$ cat src/rtl/pulse_shaper_pkg.sv
// Shared definitions for the polyphase pulse shaper: symbol encoding, FSM
// encoding, the default RRC coefficient table and accumulator sizing.
package pulse_shaper_pkg;

  localparam logic [1:0] SYM_ZERO = 2'b00;
  localparam logic [1:0] SYM_POS  = 2'b01;
  localparam logic [1:0] SYM_NEG  = 2'b11;

  localparam logic [1:0] ST_IDLE   = 2'b00;
  localparam logic [1:0] ST_CALC_I = 2'b01;
  localparam logic [1:0] ST_CALC_Q = 2'b10;

  typedef enum logic [1:0] {
    IDLE   = ST_IDLE,
    CALC_I = ST_CALC_I,
    CALC_Q = ST_CALC_Q
  } state_e;

  localparam int unsigned DEF_OSR    = 4;
  localparam int unsigned DEF_NTAPS  = 17;
  localparam int unsigned DEF_COEF_W = 14;

  // Row-major by phase: index = phase*NTAPS + tap.
  localparam logic signed [DEF_COEF_W-1:0] DEFAULT_COEFS [DEF_OSR*DEF_NTAPS] = '{
    -14'sd23,   14'sd15,    14'sd8,    -14'sd51,   14'sd107,  -14'sd169,
     14'sd225, -14'sd264,   14'sd4716, -14'sd264,  14'sd225,  -14'sd169,
     14'sd107, -14'sd51,    14'sd8,     14'sd15,  -14'sd23,
     14'sd6,   -14'sd20,    14'sd24,   -14'sd10,  -14'sd60,    14'sd190,
    -14'sd520,  14'sd1720,  14'sd4010, -14'sd790,  14'sd390,  -14'sd210,
     14'sd96,  -14'sd30,   -14'sd12,    14'sd22,  -14'sd18,
     14'sd24,  -14'sd22,   -14'sd2,     14'sd64,  -14'sd190,   14'sd450,
    -14'sd1010, 14'sd2850,  14'sd2850, -14'sd1010, 14'sd450,  -14'sd190,
     14'sd64,  -14'sd2,    -14'sd22,    14'sd24,   14'sd0,
    -14'sd18,   14'sd22,   -14'sd12,   -14'sd30,   14'sd96,   -14'sd210,
     14'sd390, -14'sd790,   14'sd4010,  14'sd1720, -14'sd520,   14'sd190,
    -14'sd60,  -14'sd10,    14'sd24,   -14'sd20,   14'sd6
  };

  function automatic int unsigned acc_width(input int unsigned coef_w,
                                            input int unsigned ntaps);
    return coef_w + $clog2(ntaps);
  endfunction

endpackage

$ cat src/rtl/pulse_shaper_tapsum.sv
// Combinational tap-sum for one polyphase branch over a ternary symbol history.
module pulse_shaper_tapsum
  import pulse_shaper_pkg::*;
#(
  parameter int unsigned NTAPS  = 17,
  parameter int unsigned OSR    = 4,
  parameter int unsigned COEF_W = 14,
  parameter logic signed [COEF_W-1:0] COEFS [OSR*NTAPS] = DEFAULT_COEFS,
  localparam int unsigned PH_W  = $clog2(OSR),
  localparam int unsigned ACC_W = acc_width(COEF_W, NTAPS)
) (
  input  logic [2*NTAPS-1:0]       hist,
  input  logic [PH_W-1:0]          phase,
  output logic signed [ACC_W-1:0]  acc
);

  logic signed [COEF_W-1:0] row [NTAPS];

  // Constant-index row select keeps the coefficient table a plain mux.
  always_comb begin
    for (int unsigned t = 0; t < NTAPS; t++) row[t] = '0;
    for (int unsigned p = 0; p < OSR; p++) begin
      if (phase == PH_W'(p)) begin
        for (int unsigned t = 0; t < NTAPS; t++) row[t] = COEFS[p*NTAPS + t];
      end
    end
  end

  always_comb begin
    acc = '0;
    for (int unsigned t = 0; t < NTAPS; t++) begin
      case (hist[2*t +: 2])
        SYM_POS: acc = acc + ACC_W'(row[t]);
        SYM_NEG: acc = acc - ACC_W'(row[t]);
        default: acc = acc;
      endcase
    end
  end

endmodule

$ cat src/rtl/pulse_shaper_interp.sv
// Polyphase interpolating pulse shaper: ternary I/Q symbols in, rounded and
// saturated OUT_W-bit I/Q samples out, one pair per ENABLE tick.
module pulse_shaper_interp
  import pulse_shaper_pkg::*;
#(
  parameter int unsigned NTAPS  = 17,
  parameter int unsigned OSR    = 4,
  parameter int unsigned COEF_W = 14,
  parameter int unsigned OUT_W  = 13,
  parameter int unsigned SHIFT  = 1,
  parameter logic signed [COEF_W-1:0] COEFS [OSR*NTAPS] = DEFAULT_COEFS
) (
  input  logic                       CLK,
  input  logic                       RESET,
  input  logic                       ENABLE,
  input  logic                       SYM_VALID,
  input  logic [1:0]                 SYM_I,
  input  logic [1:0]                 SYM_Q,
  output logic                       SYM_READY,
  output logic signed [OUT_W-1:0]    OUTPUT_I,
  output logic signed [OUT_W-1:0]    OUTPUT_Q,
  output logic                       OUT_VALID,
  output logic [$clog2(OSR)-1:0]     OUT_PHASE,
  output logic                       UNDERFLOW,
  output logic                       OVERRUN
);

  localparam int unsigned PH_W  = $clog2(OSR);
  localparam int unsigned ACC_W = acc_width(COEF_W, NTAPS);
  localparam int unsigned RW    = ACC_W + 1;

  localparam logic signed [RW-1:0] Y_MAX = RW'(2**(OUT_W-1) - 1);
  localparam logic signed [RW-1:0] Y_MIN = ~Y_MAX;

  if (OSR < 2 || (OSR & (OSR - 1)) != 0) begin : g_bad_osr
    $error("pulse_shaper_interp: OSR must be a power of two >= 2");
  end
  if (NTAPS < 2 || OUT_W >= RW || SHIFT >= ACC_W) begin : g_bad_width
    $error("pulse_shaper_interp: inconsistent NTAPS/OUT_W/SHIFT");
  end

  state_e                   state;
  logic [PH_W-1:0]          phase;
  logic [PH_W-1:0]          pphase;
  logic [2*NTAPS-1:0]       hist_i;
  logic [2*NTAPS-1:0]       hist_q;
  logic [2*NTAPS-1:0]       hist_sel;
  logic signed [ACC_W-1:0]  acc;
  logic signed [RW-1:0]     acc_x;
  logic signed [RW-1:0]     rnd;
  logic signed [OUT_W-1:0]  y;
  logic signed [OUT_W-1:0]  y_i_r;
  logic [1:0]               new_i;
  logic [1:0]               new_q;

  assign SYM_READY = (state == IDLE) && ENABLE && (phase == '0);
  assign new_i     = SYM_VALID ? SYM_I : SYM_ZERO;
  assign new_q     = SYM_VALID ? SYM_Q : SYM_ZERO;

  // One tap-sum unit, time-shared: I history in CALC_I, Q history in CALC_Q.
  assign hist_sel = (state == CALC_Q) ? hist_q : hist_i;

  pulse_shaper_tapsum #(
    .NTAPS  (NTAPS),
    .OSR    (OSR),
    .COEF_W (COEF_W),
    .COEFS  (COEFS)
  ) u_tapsum (
    .hist  (hist_sel),
    .phase (pphase),
    .acc   (acc)
  );

  // One guard bit so the rounding offset cannot wrap the accumulator.
  assign acc_x = RW'(acc);

  if (SHIFT > 0) begin : g_round
    localparam logic signed [RW-1:0] HALF = RW'(1) << (SHIFT - 1);
    assign rnd = (acc_x + HALF) >>> SHIFT;
  end else begin : g_noround
    assign rnd = acc_x;
  end

  always_comb begin
    if (rnd > Y_MAX)      y = Y_MAX[OUT_W-1:0];
    else if (rnd < Y_MIN) y = Y_MIN[OUT_W-1:0];
    else                  y = rnd[OUT_W-1:0];
  end

  always_ff @(posedge CLK) begin
    if (RESET) begin
      state     <= IDLE;
      phase     <= '0;
      pphase    <= '0;
      hist_i    <= '0;
      hist_q    <= '0;
      y_i_r     <= '0;
      OUTPUT_I  <= '0;
      OUTPUT_Q  <= '0;
      OUT_PHASE <= '0;
      OUT_VALID <= 1'b0;
      UNDERFLOW <= 1'b0;
      OVERRUN   <= 1'b0;
    end else begin
      OUT_VALID <= 1'b0;
      case (state)
        IDLE: begin
          if (ENABLE) begin
            state  <= CALC_I;
            pphase <= phase;
            phase  <= phase + PH_W'(1);
            if (SYM_READY) begin
              hist_i <= {hist_i[2*NTAPS-3:0], new_i};
              hist_q <= {hist_q[2*NTAPS-3:0], new_q};
              if (!SYM_VALID) UNDERFLOW <= 1'b1;
            end
          end
        end
        CALC_I: begin
          y_i_r <= y;
          state <= CALC_Q;
          if (ENABLE) OVERRUN <= 1'b1;
        end
        CALC_Q: begin
          OUTPUT_I  <= y_i_r;
          OUTPUT_Q  <= y;
          OUT_PHASE <= pphase;
          OUT_VALID <= 1'b1;
          state     <= IDLE;
          if (ENABLE) OVERRUN <= 1'b1;
        end
        default: state <= IDLE;
      endcase
    end
  end

endmodule

$ cat config.mk
export PLATFORM = sky130hd
export DESIGN_NAME = pulse_shaper_interp
export DESIGN_NICKNAME = d
export VERILOG_FILES = /design/src/rtl/pulse_shaper_pkg.sv /design/src/rtl/pulse_shaper_tapsum.sv /design/src/rtl/pulse_shaper_interp.sv
export SDC_FILE = /design/constraint.sdc
export NUM_CORES = 1
export LEC_CHECK = 0
export ABC_AREA = 1
export ABC_CLOCK_PERIOD_IN_PS = 23500
export CAP_MARGIN = 30
export CORE_MARGIN = 2
export CORE_UTILIZATION = 35
export DETAILED_ROUTE_END_ITERATION = 10
export GPL_ROUTABILITY_DRIVEN = 0
export PLACE_DENSITY = 0.46
export SETUP_SLACK_MARGIN = 0.1
export SYNTH_ARGS = -nofsm -noshare
export SYNTH_HDL_FRONTEND = slang
export SYNTH_SLANG_ARGS = --single-unit
$ cat constraint.sdc
create_clock -name CLK -period 23.5 [get_ports CLK]
set_clock_uncertainty 0.15 [all_clocks]
set_input_delay 3.525 -clock CLK [delete_from_list [all_inputs] [get_ports CLK]]
set_output_delay 3.525 -clock CLK [all_outputs]
set_load 0.03 [all_outputs]
==> impl_metrics.toml <==
[timing]
fin_ws_ns = 3.538
fin_crit_sh = 0.8494
rsz0062_at_grt = "no"
maxSlewViolCount = 0
finalSetupTns_ns = 0
worstMarginPinSlew_ns = 0.9604
fin_crit_ns = 19.96
slew-limit-headroom = 0.3431
clock.fmax_mhz = 50.10
setup_violations = 0
hold_violations = 0

[yosys]
synth.mux.area_fraction = 0
synth.avg_cell_area_um2 = 6.247
async_flop_share = 0
synth_fa_ha_area_frac = 0.1773
ys_ff_latch = 118
netlist_area_mm2 = 0.02227
synth-warning-count = 0
yosys.area_share.simple = 0.3201
synthFlopType = "dfxtp_1"
seq_area_frac_synth = 0.1061
synth.distinct_cells = 69
synth-edff-count = 0
synth_top_family_by_area = "simple AND/OR/NAND/NOR gates"
synth_cells = 3565
synth-compound-area-share = 0.2151
synth_xor_area_frac = 0.06551

[final_layout]
multi_input_area_mm2 = 0.01740
num_antenna_cells = 0
final_util = 0.3803
layout.nets = 3886
layout-area-overhead-vs-synth_pct = 7.511
drive_above_1_share = 0.1217
final_cell_mix = "740 x nand2_1, 446 x inv_1, 341 x nor2_1"
final_common_cell = "nand2_1"
n_fill_cell = 7037
seq_area_mm2 = 0.002362
final_cells = 4428

[placed_design]
dp_cells = 4395
hpwl_um = 50000
io_buffers = 39
dp_slack_ns = 3.572

[worst_setup_path]
max_stage_delay_ns = 0.76
worstSetupEndpointType = "flop"
cpMostUsedCell = "nand2_1"
startpoint_type = "flop"
critPathSlowestCell = "a2111oi_0"
cp_max_fo = 34
arrival_ns = 20.12
crit_type = "flop to flop"
worstPathRequired_ns = 23.66

[routing]
routed_wl_um = 62340
num_vias = 21367
wire_per_inst_um = 14.08
drtIter0Drc = 1080
ant_nets = 0
firstDrtPassIters = 5
avgViaCountPerCell = 4.825
drc = 0

[floorplanning]
dieArea_mm2 = 0.06567
die_x_um = 256.3
die_h_um = 256.3
core-area_mm2 = 0.06297
initial_core_util = 0.3537
io_pins = 40
rows = 92

[cts]
post_cts_buffers = 0
cts_resized = 0
cts_max_level = 4
hold_buffers = 0
cts.clk_slew.worst_paths_ns = 0.05
cts-buffers-inserted = 17
cts-root-buf = "clkbuf_16"
clkSinkCount = 118
cts_tree = "built"
clock_latency_ns = 0.42
cts_buffer_depth = 2

[hold_path]
hold_class = "flop to flop"

[grt]
grt_usage = 0.1890
grt_pass1_vias = 20232
grt_pass1_wl_um = 103600
antenna_found_initial = 0
grt.overflow.total = 0
grt_max_degree = 87

[status]
run_status = "completed"

[job]
max_cap_violations = 0
-- layer usage --
metal  global-route usage  wire length [um]  up-vias
met4              0.01901               325        0
met1               0.2863             34420     9419
met2               0.3010             26110      219
met3              0.01137              1486       22
met5                    0                 0        -
li1                     -                 -    11707
-- Yosys cell counts (all sizes together) (4+ instances only) --
cell type  count  area share
a21o          11      0.0037
ha           298        0.17
xnor2         43       0.017
nand4          9      0.0025
nand3        255       0.068
a21oi        316       0.072
o31ai         30       0.012
inv          473       0.080
o211ai         5      0.0019
and2          26      0.0078
buf           41       0.014
a31oi         12      0.0040
nand3b         5      0.0019
clkinv         8      0.0015
o21ai        397        0.10
clkbuf        66       0.020
o21a           7      0.0028
nor3          12      0.0034
xor2         115       0.046
or2           42       0.012
a211oi        11      0.0042
a221oi         4      0.0016
o21bai        20      0.0067
nor2         352       0.061
dfxtp        118        0.11
fa            11      0.0099
nand2        862        0.16
-- worst paths after layout --
check / start / depth (start not counted) / slack, ns / end
setup reg to reg: state[0] / 123 / 3.54 / OUTPUT_Q[2]
hold reg to reg: hist_q[33] / 2 / 0.31 / hist_q[33]
hold / removal: hist_q[33] / 2 / 0.31 / hist_q[33]
setup / recovery: state[0] / 123 / 3.54 / OUTPUT_Q[2]
-- flip-flops by register name, summed over array words and instances, names as in the netlist, 2 cells and up --
name / flops
pphase: 2
OUTPUT_I: 13
phase: 2
OUT_PHASE: 2
hist_q: 34
y_i_r: 13
state: 2
hist_i: 34
OUTPUT_Q: 13
-- critical path, delay by kind of cell (launching register included) --
family	cells	cell delay, ns
and+or+nand+nor	53	5.69
AOI/OAI and AO/OA	29	5.51
DFF	1	0.32
adders and majority gates	17	5.57
buffers and inverters	18	1.43
xor gates and xnor gates	6	1.09
-- final cells by class --
cell class	instances	share of cell area
sequential	118	0.09866
multi-input combinational	2868	0.7267
clock inverter	12	0.005382
inverter	481	0.07572
tap	846	0.04421
clock buffer	20	0.01865
timing repair buffer	83	0.03073
-- cell families (layout without fill, tap and decap cells) --
group | after synthesis | after routing
simple gates | 1567 | 1567
fa+ha+maj | 309 | 309
buf+inv | 588 | 596
xor+xnor | 161 | 161
flops | 118 | 118
other cells | 2 | 11
compound gates | 820 | 820
-- through the flow --
stage          hold slack, ns  instance area [um^2]
6_report               0.3094                 23940
3_3_place_gp           0.3036                 23300
2_1_floorplan          0.2744                 22310
4_1_cts                0.3057                 23940
3_5_place_dp           0.2979                 23360
5_1_grt                0.3247                 23940
Power is left out: the tool's default activity adds up to more than one toggle a clock period on the data nets, which glitch-free logic cannot reach.
